===== src/rtl/lisnoc_vc_credit_scheduler_if.sv =====
`default_nettype none
// ============================================================================
// Module   : lisnoc_vc_credit_scheduler_if
// Brief    : FIFO-side, link-side and credit signals of the VC credit scheduler
// Revision : 1.0
// ============================================================================
interface lisnoc_vc_credit_scheduler_if #(
  parameter int FLIT_WIDTH = 34,
  parameter int VCHANNELS  = 2
);
  logic [VCHANNELS-1:0]            fifo_valid_i;
  logic [FLIT_WIDTH*VCHANNELS-1:0] fifo_flit_i;
  logic [VCHANNELS-1:0]            fifo_ready_o;
  logic [FLIT_WIDTH-1:0]           link_flit_o;
  logic [VCHANNELS-1:0]            link_valid_o;
  logic [VCHANNELS-1:0]            credit_return_i;
  logic                            credit_err_o;

  // Environment side: FIFOs and downstream credit source.
  modport master (
    output fifo_valid_i, fifo_flit_i, credit_return_i,
    input  fifo_ready_o, link_flit_o, link_valid_o, credit_err_o
  );

  // Scheduler side.
  modport slave (
    input  fifo_valid_i, fifo_flit_i, credit_return_i,
    output fifo_ready_o, link_flit_o, link_valid_o, credit_err_o
  );
endinterface
`default_nettype wire


===== src/rtl/lisnoc_vc_credit_scheduler.sv =====
`default_nettype none
// ============================================================================
// Module   : lisnoc_vc_credit_scheduler
// Brief    : credit-based flit-level round-robin VC scheduler for one output link
// Revision : 1.0
// ============================================================================
module lisnoc_vc_credit_scheduler #(
  parameter int FLIT_DATA_WIDTH = 32,
  parameter int FLIT_TYPE_WIDTH = 2,
  parameter int VCHANNELS       = 2,
  parameter int CREDITS         = 4,
  parameter int LOCK_PACKETS    = 0
) (
  input  logic                         clk,
  input  logic                         rst,
  lisnoc_vc_credit_scheduler_if.slave  bus
);

  localparam int FW = FLIT_DATA_WIDTH + FLIT_TYPE_WIDTH;
  localparam int CW = $clog2(CREDITS + 1);
  localparam int PW = (VCHANNELS > 1) ? $clog2(VCHANNELS) : 1;

  localparam logic [1:0]    TYPE_HEADER = 2'b01;
  localparam logic [1:0]    TYPE_LAST   = 2'b10;
  localparam logic [CW-1:0] CNT_FULL    = CW'(CREDITS);
  localparam logic [PW-1:0] PTR_RESET   = PW'(VCHANNELS - 1);

  typedef enum logic [0:0] {
    IDLE   = 1'b0,
    LOCKED = 1'b1
  } state_t;

  state_t                 state;
  logic [PW-1:0]          lock_vc;
  logic [PW-1:0]          ptr;
  logic [VCHANNELS-1:0]   link_valid;
  logic [FW-1:0]          link_flit;
  logic                   credit_err;

  logic [CW-1:0]          cnt      [VCHANNELS];
  logic [FW-1:0]          masked   [VCHANNELS];
  logic [VCHANNELS-1:0]   eligible;
  logic [VCHANNELS-1:0]   overflow;
  logic [VCHANNELS-1:0]   grant;
  logic [PW-1:0]          grant_idx;
  logic                   any_grant;
  logic [FW-1:0]          grant_flit;
  logic [1:0]             grant_type;

  // Per-VC credit counters; a grant and a return in the same cycle cancel out.
  for (genvar v = 0; v < VCHANNELS; v++) begin : g_credit
    logic [CW-1:0] count;

    always_ff @(posedge clk or posedge rst) begin
      if (rst) begin
        count <= CNT_FULL;
      end else begin
        case ({grant[v], bus.credit_return_i[v]})
          2'b10:   count <= count - CW'(1);
          2'b01:   if (count != CNT_FULL) count <= count + CW'(1);
          default: count <= count;
        endcase
      end
    end

    assign cnt[v]      = count;
    assign eligible[v] = bus.fifo_valid_i[v] && (count != '0);
    assign overflow[v] = bus.credit_return_i[v] && !grant[v] && (count == CNT_FULL);
    assign masked[v]   = {FW{grant[v]}} & bus.fifo_flit_i[v*FW +: FW];
  end

  always_comb begin
    logic [PW-1:0] idx;
    grant     = '0;
    grant_idx = '0;
    any_grant = 1'b0;
    idx       = '0;
    if (!rst) begin
      if (state == LOCKED) begin
        // Other VCs wait while the locked VC is stalled.
        if (eligible[lock_vc]) begin
          grant[lock_vc] = 1'b1;
          grant_idx      = lock_vc;
          any_grant      = 1'b1;
        end
      end else begin
        for (int i = 1; i <= VCHANNELS; i++) begin
          idx = PW'((int'(ptr) + i) % VCHANNELS);
          if (!any_grant && eligible[idx]) begin
            grant[idx] = 1'b1;
            grant_idx  = idx;
            any_grant  = 1'b1;
          end
        end
      end
    end
  end

  always_comb begin
    grant_flit = '0;
    for (int v = 0; v < VCHANNELS; v++) begin
      grant_flit = grant_flit | masked[v];
    end
  end

  assign grant_type = grant_flit[FW-1 -: 2];

  always_ff @(posedge clk or posedge rst) begin
    if (rst) begin
      state      <= IDLE;
      lock_vc    <= '0;
      ptr        <= PTR_RESET;
      link_valid <= '0;
      link_flit  <= '0;
      credit_err <= 1'b0;
    end else begin
      link_valid <= grant;
      if (any_grant) begin
        link_flit <= grant_flit;
        ptr       <= grant_idx;
      end
      if (|overflow) begin
        credit_err <= 1'b1;
      end
      if ((LOCK_PACKETS != 0) && any_grant) begin
        case (state)
          IDLE: begin
            if (grant_type == TYPE_HEADER) begin
              state   <= LOCKED;
              lock_vc <= grant_idx;
            end
          end
          LOCKED: begin
            if (grant_type == TYPE_LAST) begin
              state <= IDLE;
            end
          end
          default: state <= IDLE;
        endcase
      end
    end
  end

  assign bus.fifo_ready_o = grant;
  assign bus.link_valid_o = link_valid;
  assign bus.link_flit_o  = link_flit;
  assign bus.credit_err_o = credit_err;

endmodule
`default_nettype wire


===== src/flat_wrapper.sv =====
// flat-port wrapper written by rule: the top's interface ports become plain ports
module lisnoc_vc_credit_scheduler_flat 
#(
  parameter int FLIT_DATA_WIDTH = 32,
  parameter int FLIT_TYPE_WIDTH = 2,
  parameter int VCHANNELS       = 2,
  parameter int CREDITS         = 4,
  parameter int LOCK_PACKETS    = 0
)
  (clk, rst, bus_fifo_valid_i, bus_fifo_flit_i, bus_credit_return_i, bus_fifo_ready_o, bus_link_flit_o, bus_link_valid_o, bus_credit_err_o);
  lisnoc_vc_credit_scheduler_if #(.FLIT_WIDTH((34)), .VCHANNELS(VCHANNELS)) bus_i ();
  input  logic clk;
  input  logic rst;
  input wire logic [$bits(bus_i.fifo_valid_i)-1:0] bus_fifo_valid_i;
  input wire logic [$bits(bus_i.fifo_flit_i)-1:0] bus_fifo_flit_i;
  input wire logic [$bits(bus_i.credit_return_i)-1:0] bus_credit_return_i;
  output wire logic [$bits(bus_i.fifo_ready_o)-1:0] bus_fifo_ready_o;
  output wire logic [$bits(bus_i.link_flit_o)-1:0] bus_link_flit_o;
  output wire logic [$bits(bus_i.link_valid_o)-1:0] bus_link_valid_o;
  output wire logic [$bits(bus_i.credit_err_o)-1:0] bus_credit_err_o;
  assign bus_i.fifo_valid_i = bus_fifo_valid_i;
  assign bus_i.fifo_flit_i = bus_fifo_flit_i;
  assign bus_i.credit_return_i = bus_credit_return_i;
  assign bus_fifo_ready_o = bus_i.fifo_ready_o;
  assign bus_link_flit_o = bus_i.link_flit_o;
  assign bus_link_valid_o = bus_i.link_valid_o;
  assign bus_credit_err_o = bus_i.credit_err_o;
  lisnoc_vc_credit_scheduler #(.FLIT_DATA_WIDTH(FLIT_DATA_WIDTH), .FLIT_TYPE_WIDTH(FLIT_TYPE_WIDTH), .VCHANNELS(VCHANNELS), .CREDITS(CREDITS), .LOCK_PACKETS(LOCK_PACKETS)) u_core (.clk(clk), .rst(rst), .bus(bus_i));
endmodule

===== config.mk =====
export PLATFORM = sky130hd
export DESIGN_NAME = lisnoc_vc_credit_scheduler_flat
export DESIGN_NICKNAME = d
export VERILOG_FILES = /design/src/rtl/lisnoc_vc_credit_scheduler_if.sv /design/src/rtl/lisnoc_vc_credit_scheduler.sv /design/src/flat_wrapper.sv
export SDC_FILE = /design/constraint.sdc
export NUM_CORES = 1
export LEC_CHECK = 0
export BUFFER_PORTS_ARGS = -buffer_cell sky130_fd_sc_hd__buf_2
export CAP_MARGIN = 20
export CORE_ASPECT_RATIO = 0.5
export CORE_MARGIN = 2
export CORE_UTILIZATION = 44
export CTS_CLUSTER_DIAMETER = 120
export DETAILED_ROUTE_END_ITERATION = 12
export PLACE_DENSITY = 0.91
export SETUP_SLACK_MARGIN = 0.3
export SLEW_MARGIN = 20
export SYNTH_ARGS = -nofsm -noshare
export SYNTH_HDL_FRONTEND = slang
export SYNTH_SLANG_ARGS = --single-unit

===== constraint.sdc =====
create_clock -name clk -period 2.8 [get_ports clk]
set_input_delay 0.56 -clock clk [delete_from_list [all_inputs] [get_ports clk]]
set_output_delay 0.56 -clock clk [all_outputs]
set_load 0.02 [all_outputs]

* Word-level counts from Yosys, hierarchy flattened
Index checks and enable logic that the tools add are counted.
Word-level totals: register bits after elaboration 44, bits in latches 0, bits in writable memories 0, ROM bits 0, bits of input ports 74, output and inout bits 39, logic and storage cells 87, memories kept 0
Cells by class: add/subtract/negate cells 6, multipliers 0, div/mod/pow operators 0, order comparisons 6, eq/ne operators 10, shift-type cells 0, mux-type cells 35, bitwise gates (word level) 4, reduce and logical (&&, ||, !) cells 20
Operator list (count):
- $and A34 B34 Y34 | 2
- $or A34 B34 Y34 | 1
- $mux W1 | 21
- $mux W2 | 7
- $pmux W3 S2 | 2
- $logic_and A1 B1 Y1 | 10
- $add A3 B1 Y3 const B | 2
- $eq A3 B3 Y1 const B | 2
- $lt A1 B2 Y1 const B | 3
- $mux W3 | 2
- $ne A3 B3 Y1 const B | 2
- $reduce_bool A3 Y1 | 2
- $sub A3 B1 Y3 const B | 2
- $eq A2 B1 Y1 const B | 2
- $eq A2 B2 Y1 const B | 2
- $ne A2 B1 Y1 const B | 2
- $reduce_and A2 Y1 | 2
- $reduce_bool A2 Y1 | 2
- $demux W1 S1 | 3
- $ge A1 B1 Y1 const B | 3
- $logic_not A1 Y1 | 3
- $add A1 B1 Y1 const B | 2
- $or A2 B2 Y2 | 1
- $reduce_or A2 Y1 | 1

* Logic depth before layout (Yosys ltp)
Gate-level depths: netlist of run 1.
word-level depth 16, mapped depth 10, gate-level depth less buffers 9

* Worst setup path before layout of run 1
No wires, ideal clock.
kind register -> register, start reg u_core.g_credit[0].count[0], end reg u_core.g_credit[0].count[2], library setup time 0.089 ns, arrival time 2.220 ns, data required time 2.711 ns, setup slack 0.490 ns, stages on the path, launching flop included 8, buffers on the path 0, period minus slack after synthesis 2.310 ns, cell sequence dfrtp_1 > o31ai_1 > a211o_2 > nand2_1 > fa_1 > a2111oi_0 > a211oi_1 > a211oi_1
Between the ends: longest elaborated chain between the ends 15, elaborated cells on any way between the ends 31, classes of those cells add/sub: 2; eq/ne: 4; mux: 18; bitwise: 1; reduce/logical: 6
Ends and longest elaborated chain:
- from (decl) | RTL line lisnoc_vc_credit_scheduler.sv:52 | logic [CW-1:0] count;
- from (signal assigned) | RTL line lisnoc_vc_credit_scheduler.sv:59 | 2'b10: count <= count - CW'(1);
- from (signal assigned) | RTL line lisnoc_vc_credit_scheduler.sv:60 | 2'b01: if (count != CNT_FULL) count <= count + CW'(1);
- from (signal assigned) | RTL line lisnoc_vc_credit_scheduler.sv:61 | default: count <= count;
- $reduce_bool A3 Y1 | RTL line lisnoc_vc_credit_scheduler.sv:67 | assign eligible[v] = bus.fifo_valid_i[v] && (count != '0);
- $logic_and A1 B1 Y1 | RTL line lisnoc_vc_credit_scheduler.sv:67
- $mux W1 (implied by the code) (2 in a row) | RTL line lisnoc_vc_credit_scheduler.sv:89 | if (!any_grant && eligible[idx]) begin
- $mux W1 | RTL line lisnoc_vc_credit_scheduler.sv:89
- $mux W1 | RTL line lisnoc_vc_credit_scheduler.sv:79 | if (state == LOCKED) begin
- $mux W1 | RTL line lisnoc_vc_credit_scheduler.sv:78 | if (!rst) begin
- $logic_not A1 Y1 | RTL line lisnoc_vc_credit_scheduler.sv:89
- $logic_and A1 B1 Y1 | RTL line lisnoc_vc_credit_scheduler.sv:89
- $mux W2 | RTL line lisnoc_vc_credit_scheduler.sv:89
- $mux W2 | RTL line lisnoc_vc_credit_scheduler.sv:79
- $mux W2 | RTL line lisnoc_vc_credit_scheduler.sv:78
- $eq A2 B1 Y1 / $eq A2 B2 Y1 (equally long branches) | RTL line lisnoc_vc_credit_scheduler.sv:58 | case ({grant[v], bus.credit_return_i[v]})
- $ne A2 B1 Y1 (no source line) / $reduce_bool A2 Y1 (equally long branches)
- $reduce_and A2 Y1 (no source line)
Parallel ways exist; a longest one is shown, timed or not. The select of a mux whose other input is x is not followed. A chain may end at the register's enable or synchronous reset.

* Worst setup path in the final report of run 1
start reg u_core.g_credit[1].count[0], end out bus_fifo_ready_o[0]
Between the ends: longest elaborated chain between the ends 12, elaborated cells on any way between the ends 21, classes of those cells mux: 16; bitwise: 1; reduce/logical: 4
Ends and longest elaborated chain:
- from (decl) | RTL line lisnoc_vc_credit_scheduler.sv:52
- from (signal assigned) | RTL line lisnoc_vc_credit_scheduler.sv:59
- from (signal assigned) | RTL line lisnoc_vc_credit_scheduler.sv:60
- from (signal assigned) | RTL line lisnoc_vc_credit_scheduler.sv:61
- $reduce_bool A3 Y1 * | RTL line lisnoc_vc_credit_scheduler.sv:67
- $logic_and A1 B1 Y1 * | RTL line lisnoc_vc_credit_scheduler.sv:67
- $mux W1 (implied by the code) (2 in a row) | RTL line lisnoc_vc_credit_scheduler.sv:89
- $mux W1 | RTL line lisnoc_vc_credit_scheduler.sv:89
- $mux W1 | RTL line lisnoc_vc_credit_scheduler.sv:79
- $mux W1 | RTL line lisnoc_vc_credit_scheduler.sv:78
- $logic_not A1 Y1 | RTL line lisnoc_vc_credit_scheduler.sv:89
- $logic_and A1 B1 Y1 | RTL line lisnoc_vc_credit_scheduler.sv:89
- $mux W2 | RTL line lisnoc_vc_credit_scheduler.sv:89
- $mux W2 * | RTL line lisnoc_vc_credit_scheduler.sv:79
- $mux W2 * | RTL line lisnoc_vc_credit_scheduler.sv:78
- to (decl) | RTL line flat_wrapper.sv:17 | output wire logic [$bits(bus_i.fifo_ready_o)-1:0] bus_fifo_ready_o;
Mark *: on every way between the ends. The rest lies on a longest branch, timed or not. The select of a mux whose other input is x is not followed.

==> impl_metrics.env, run 1 <==
export IMPL_post_route_util=0.631
export IMPL_final_setup_worst_slack_ns=0.384
export IMPL_place_hpwl_um=4110
export IMPL_register_area_um2=1110
export IMPL_timing_worst_slew_pin_value_ns=0.906
export IMPL_drtAntennaViolNets=0
export IMPL_cts_max_path_buffers=2
export IMPL_critical_path_reg2reg_endpoint="u_core.g_credit[1].count[1]"
export IMPL_critical_path_max_stage_delay_ns=0.44
export IMPL_core_rowCount=17
export IMPL_floorplan_initialDensity=0.459
export IMPL_r2r_worst_path_depth=9
export IMPL_ir_worst_vdd_uv=488
export IMPL_dieWidth_um=99.8
export IMPL_power_static_leakage_uw=0.00155
export IMPL_first_global_vias=1969
export IMPL_path_cells="or3_4 > a211o_4 > inv_8 > buf_2"
export IMPL_multi_input_area_um2=738
export IMPL_drv_slew=0
export IMPL_antenna_found_initial=0
export IMPL_swShare=0.428
export IMPL_synthMostInstantiatedCell="sky130_fd_sc_hd__dfrtp_1"
export IMPL_clock_sink_count=44
export IMPL_ys_top_cells_by_count="sky130_fd_sc_hd__dfrtp_1 (41), sky130_fd_sc_hd__inv_1 (38), sky130_fd_sc_hd__a222oi_1 (34)"
export IMPL_yosys_most_used_dff="sky130_fd_sc_hd__dfrtp_1"
export IMPL_tritoncts_num_buffers=5
export IMPL_timing_max_slew_rel_slack=0.392
export IMPL_synth_xor_area_share=0.0130
export IMPL_grt_setup_unrepaired="no"
export IMPL_report_power_total_uw=2930
export IMPL_number_of_enable_flip_flop_cells_after_synthesis=0
export IMPL_p_int_uw=1680
export IMPL_synth_top_family_by_area="compound AO/OA/AOI/OAI gates"
export IMPL_io_pin_count=113
export IMPL_post_synth_num_cell_types=32
export IMPL_die_area_um2=5180
export IMPL_synthesis_instances=179
export IMPL_h_tree_lvl_count=2
export IMPL_dp_worst_setup_slack_ns=0.280
export IMPL_worstHoldPathType="in2async"
export IMPL_first_iter_violations=250
export IMPL_drc_errors=0
export IMPL_dr_pass1_iters=9
export IMPL_post_route_period_util=0.863
export IMPL_synth_simple_area_share=0.0452
export IMPL_yosys_mux_area_fraction=0.0347
export IMPL_fin_crit_period_ns=2.42
export IMPL_timing_critical_path_required_ns=2.24
export IMPL_gp_routability_congestion=0.865
export IMPL_sequential_fraction_of_the_synthesis_area=0.547
export IMPL_grt_overflow_total=0
export IMPL_ys_warn_count=2
export IMPL_clock_skew_final_ns=0.00819
export IMPL_status="finished, final reports clean"
export IMPL_synth_top_cell_area_share=0.508
export IMPL_worst_ep_arrival_time_ns=1.86
export IMPL_num_antenna_cells=0
export IMPL_synth_compound_gate_area_share=0.234
export IMPL_fin_tns_setup_ns=0
export IMPL_seq_power_share=0.394
export IMPL_syn_nets=255
export IMPL_post_cts_hold_buffer_count=0
export IMPL_ys_top_cells_by_area="sky130_fd_sc_hd__dfrtp_1 (51%), sky130_fd_sc_hd__a222oi_1 (17%), sky130_fd_sc_hd__inv_1 (7.1%), sky130_fd_sc_hd__dfstp_2 (3.9%), sky130_fd_sc_hd__mux2i_1 (3.5%)"
export IMPL_p_comb_frac=0.476
export IMPL_critical_path_slowest_cell="sky130_fd_sc_hd__dfrtp_2"
export IMPL_synth_seq_cells=44
export IMPL_vias=1970
export IMPL_timing_setup_critical_path_class="reg2out"
export IMPL_clockPowerShare=0.130
export IMPL_placeableCoreArea_um2=4400
export IMPL_synth_async_sr_flop_share=1.00
export IMPL_avgViaCountPerCell=5.61
export IMPL_switching_power_uw=1250
export IMPL_netlist_area_um2=2020
export IMPL_clock_fmax_ghz=0.414
export IMPL_clkSlewWorstSetupHoldPaths_ns=0.08
export IMPL_wire_length_of_the_first_global_routing_pass_um=8800
export IMPL_die_h_um=51.9
export IMPL_clk_latency_ns=0.29
export IMPL_worst_r2r_setup_slack_ns=0.48
export IMPL_p_per_area_nw_per_um2=1050
export IMPL_yosys_area_share_adder=0.0198
export IMPL_worst_setup_path_start_kind="register"
export IMPL_maxCapViolations=0
export IMPL_placement_io_buffers=112
export IMPL_clockRootBuffer="sky130_fd_sc_hd__clkbuf_8"
export IMPL_grt_use_total=0.216
export IMPL_wl_per_cell_um=16.1
export IMPL_fillCellCount=345
export IMPL_synth_avg_cell_area_um2=11.3
export IMPL_timing_hold_violations_final=0
export IMPL_pin_count_of_the_biggest_net_entering_global_routing=35
export IMPL_detail_route_wirelength_um=5640
export IMPL_tritoncts="yes"
export IMPL_worst_r2r_startpoint="u_core.g_credit[0].count[0]"
export IMPL_area_delta_synth_final_pct=37.6
export IMPL_nets=369
export IMPL_synthDominantAreaCellType="sky130_fd_sc_hd__dfrtp_1"
export IMPL_cp_max_fo=22
export IMPL_final_layout_size_suffix_gt1_frac=0.466
export IMPL_worst_setup_path_end_kind="output port"
export IMPL_setup_viol_count_final=0
==> per-stage QoR <==
stage                     hold slack, ns  cell area, um^2  std cells
after detailed placement           0.467             2630        340
after global placement             0.467             2630        340
final                              0.408             2780        351
after floorplan                    0.472             2020        179
after CTS                          0.421             2740        349
after global routing               0.471             2780        351
==> cells in the final DEF (no fill, tap or decap), types with 2 or more instances in the layout <==
master and count:
sky130_fd_sc_hd__buf_2 112, sky130_fd_sc_hd__dfrtp_1 40, sky130_fd_sc_hd__inv_1 37, sky130_fd_sc_hd__a222oi_1 34
sky130_fd_sc_hd__buf_4 9, sky130_fd_sc_hd__mux2i_1 7, sky130_fd_sc_hd__nand2_1 5, sky130_fd_sc_hd__clkbuf_8 5
sky130_fd_sc_hd__o21ai_0 4, sky130_fd_sc_hd__nor2_1 4, sky130_fd_sc_hd__nor2b_1 3, sky130_fd_sc_hd__xnor2_1 3
sky130_fd_sc_hd__dfstp_2 3, sky130_fd_sc_hd__nor4_1 2, sky130_fd_sc_hd__o22ai_1 2, sky130_fd_sc_hd__a211oi_1 2
sky130_fd_sc_hd__fa_1 2, sky130_fd_sc_hd__clkbuf_1 2
==> metal layers <==
metal / global-route usage / part of all wire
met5: 0 / 0
met2: 0.390 / 0.55
met1: 0.261 / 0.39
met3: 0.0470 / 0.045
met4: 0.0799 / 0.0075
==> power by group through the flow <==
stage	Combinational [uW]	Clock, uW	Sequential, uW
after floorplan	604	0	1400
after global placement	1270	0	1120
after detailed placement	1330	0	1150
after CTS	1350	383	1140
after global routing	1530	415	1180
final	1400	382	1150
==> worst max-delay path: cells and delay by family, from the launching register on <==
kind | cells | cell delay (ns)
AO/OA/AOI/OAI | 1 | 0.38
buffers and inverters | 2 | 0.32
flip-flops | 1 | 0.44
AND/OR/NAND/NOR | 1 | 0.42
==> worst max-delay path by stage <==
| stage | from | end | slack [ns] | depth (start not counted) |
|---|---|---|---|---|
| 2_1_floorplan | u_core.g_credit[0].count[0] | u_core.g_credit[0].count[2] | 0.49 | 7 |
| 3_3_place_gp | u_core.g_credit[1].count[0] | bus_fifo_ready_o[0] | 0.46 | 4 |
| 3_5_place_dp | u_core.g_credit[0].count[0] | u_core.g_credit[0].count[2] | 0.28 | 7 |
| 4_1_cts | u_core.g_credit[0].count[0] | u_core.g_credit[0].count[2] | 0.32 | 7 |
| 5_1_grt | u_core.g_credit[0].count[0] | u_core.g_credit[1].count[1] | 0.34 | 9 |
| 6_report | u_core.g_credit[1].count[0] | bus_fifo_ready_o[0] | 0.38 | 4 |
==> state kept, by name, summed over array words and instances (netlist names) <==
register,count
u_core.bus.credit_err_o,1
u_core.bus.link_valid_o,2
u_core.g_credit.count,6
u_core.bus.link_flit_o,34
u_core.ptr,1
==> cell families after synthesis <==
kind of cell	after synthesis
and+or+nand+nor	18
muxes	7
buffers and inverters	53
xor gates and xnor gates	3
AOI/OAI and AO/OA	52
adders and majority gates	2
DFF	44
==> timing repair <==
action                     in CTS  in global routing
pin swaps                       1                  0
setup endpoints to repair       2                  3
hold endpoints to repair        0                  0
setup buffers                   1                  2
gates resized for setup         5                  5
==> area by class of cell <==
cell class / instances / area share
clock buffer: 7 / 0.0275
clock inverter: 1 / 0.00180
inverter: 39 / 0.0554
multi-input combinational: 82 / 0.266
sequential: 44 / 0.398
tap: 57 / 0.0257
timing repair buffer: 121 / 0.226
No activity file was read; power rests on OpenSTA's default activity.
==> inputs of run 2 (changes only) <==
--- a/config.mk
+++ b/config.mk
@@ -12,7 +12,7 @@
 export CORE_UTILIZATION = 44
 export CTS_CLUSTER_DIAMETER = 120
 export DETAILED_ROUTE_END_ITERATION = 12
-export PLACE_DENSITY = 0.91
+export PLACE_DENSITY = 0.78
 export SETUP_SLACK_MARGIN = 0.3
 export SLEW_MARGIN = 20
 export SYNTH_ARGS = -nofsm -noshare
==> constraint.sdc (replaced) <==
create_clock -name clk -period 2.8 [get_ports clk]
set_input_delay 0.28 -clock clk [delete_from_list [all_inputs] [get_ports clk]]
set_output_delay 0.28 -clock clk [all_outputs]
set_load 0.02 [all_outputs]
==> run 2 against run 1 <==
Cell count shrank 1.1%. Sequential power is essentially flat. Clock power grew 24%. Total power shrank 0.31%. Non-clock buffer count shrank 4. Utilization shrank 0.88 points. First-iteration DRC count shrank 11%. Combinational power shrank 6%. Via count shrank 4.3%. Sequential share of layout area grew 0.52 points. Register-to-register slack lost 0.02 ns. Clock skew shrank 0.0048 ns.
==> impl_metrics.env, run 2 (same netlist as run 1, synthesis figures left out) <==
export IMPL_critical_path_slowest_cell="sky130_fd_sc_hd__or3_1"
export IMPL_worstHoldPathType="in2async"
export IMPL_placeableCoreArea_um2=4400
export IMPL_timing_worst_slew_pin_value_ns=0.591
export IMPL_wl_per_cell_um=14.8
export IMPL_critical_path_max_stage_delay_ns=0.47
export IMPL_wire_length_of_the_first_global_routing_pass_um=8050
export IMPL_clk_latency_ns=0.29
export IMPL_tritoncts="yes"
export IMPL_fin_crit_period_ns=2.39
export IMPL_antenna_found_initial=0
export IMPL_fin_tns_setup_ns=0
export IMPL_fillCellCount=372
export IMPL_floorplan_initialDensity=0.459
export IMPL_avgViaCountPerCell=5.44
export IMPL_tritoncts_num_buffers=5
export IMPL_status="finished, final reports clean"
export IMPL_place_hpwl_um=3770
export IMPL_worst_ep_arrival_time_ns=2.11
export IMPL_largest_register_ff_count=34
export IMPL_post_route_non_filler_standard_cell_count=347
export IMPL_p_per_area_nw_per_um2=1070
export IMPL_layout_cells_most_common="sky130_fd_sc_hd__buf_2"
export IMPL_pin_count_of_the_biggest_net_entering_global_routing=42
export IMPL_cts_setup_buffers=0
export IMPL_clockRootBuffer="sky130_fd_sc_hd__clkbuf_8"
export IMPL_timing_critical_path_required_ns=2.52
export IMPL_gp_routability_congestion=0.720
export IMPL_num_antenna_cells=0
export IMPL_area_delta_synth_final_pct=35.7
export IMPL_core_rowCount=17
export IMPL_post_route_period_util=0.855
export IMPL_dr_pass1_iters=7
export IMPL_timing_max_slew_rel_slack=0.605
export IMPL_drv_slew=0
export IMPL_first_iter_violations=222
export IMPL_grt_overflow_total=0
export IMPL_worst_setup_path_start_kind="register"
export IMPL_clock_sink_count=44
export IMPL_vias=1886
export IMPL_h_tree_lvl_count=2
export IMPL_register_area_um2=1100
export IMPL_placed_cells_incl_taps=339
export IMPL_worst_hold_slack_ns=0.102
export IMPL_cp_max_fo=23
export IMPL_power_static_leakage_uw=0.00155
export IMPL_setup_viol_count_final=0
export IMPL_clock_fmax_ghz=0.418
export IMPL_detail_route_wirelength_um=5140
export IMPL_placement_io_buffers=112
export IMPL_cts_max_path_buffers=2
export IMPL_path_cells="or3_1 > a211o_2 > clkinv_2 > buf_2"
export IMPL_timing_setup_critical_path_class="reg2out"
export IMPL_timing_hold_violations_final=0
export IMPL_maxCapViolations=0
export IMPL_commonest_cells_after_routing_fill_and_taps_aside="sky130_fd_sc_hd__buf_2 (112), sky130_fd_sc_hd__dfrtp_1 (41), sky130_fd_sc_hd__inv_1 (37)"
export IMPL_dieWidth_um=99.8
export IMPL_die_h_um=51.9
export IMPL_first_global_vias=1782
export IMPL_cts_resized=0
export IMPL_worst_setup_path_end_kind="output port"
export IMPL_io_pin_count=113
export IMPL_drtAntennaViolNets=0
export IMPL_nets=365
export IMPL_grt_use_total=0.203
export IMPL_multi_input_area_um2=711
export IMPL_grt_setup_unrepaired="yes"
export IMPL_clock_skew_final_ns=0.00335
export IMPL_post_cts_hold_buffer_count=0
export IMPL_die_area_um2=5180
export IMPL_clkSlewWorstSetupHoldPaths_ns=0.08
export IMPL_final_layout_size_suffix_gt1_frac=0.455
export IMPL_drc_errors=0
export IMPL_ir_worst_vdd_uv=480
run 2: cell types whose count changed in the layout (fill, tap and decap cells not counted), sizes merged:
cell | before | now
buf | 121 | 117
bufinv | 0 | 1
clkbuf | 7 | 6
run 2: worst paths after layout:
check	from	to	slack [ns]	depth (start not counted)
worst max-delay path	u_core.g_credit[1].count[0]	bus_fifo_ready_o[0]	0.41	4
max in group asynchronous	rst	u_core.bus.link_flit_o[28]	2.06	3
worst min register to register	u_core.bus.link_flit_o[24]	u_core.bus.link_flit_o[24]	0.49	2
worst min-delay path	rst	u_core.g_credit[1].count[0]	0.10	2
min in group clk	bus_fifo_flit_i[34]	u_core.bus.link_flit_o[0]	0.20	3
worst max register to register	u_core.g_credit[1].count[0]	u_core.g_credit[0].count[1]	0.46	6
run 2: power breakdown:
| part | total [uW] | switching [uW] | leakage, uW | internal [uW] |
|---|---|---|---|---|
| registers | 1140 | 211 | 0.000539 | 931 |
| clock network | 472 | 208 | 0.0000552 | 265 |
| logic | 1310 | 780 | 0.000952 | 527 |
run 2: cell type report:
cell class	instances	area share
inverter	39	0.0539
sequential	44	0.403
timing repair buffer	117	0.218
clock buffer	6	0.0265
tap	57	0.0260
multi-input combinational	82	0.259
clock inverter	2	0.0128
run 2: through the flow:
stage	power, uW	utilization	setup WS [ns]	instance area, um^2
2_1_floorplan	2010	-	0.490	2020
3_3_place_gp	2400	0.596	0.560	2630
5_1_grt	3130	0.622	0.286	2740
3_5_place_dp	2450	0.596	0.476	2630
6_report	2920	0.622	0.405	2740
4_1_cts	2930	0.621	0.336	2730
run 2: metal layers:
layer / up-vias / part of all wire / track usage
met2: 64 / 0.54 / 0.366
met3: 11 / 0.048 / 0.0390
met1: 914 / 0.39 / 0.236
met4: 0 / 0.023 / 0.105
li1: 897 / - / -
met5: - / 0 / 0
run 2: critical path, delay by kind of cell (launching register included):
kind	cells	cell delay, ns
AND/OR/NAND/NOR	1	0.47
flip-flops	1	0.46
AO/OA/AOI/OAI	1	0.40
buffers and inverters	2	0.49
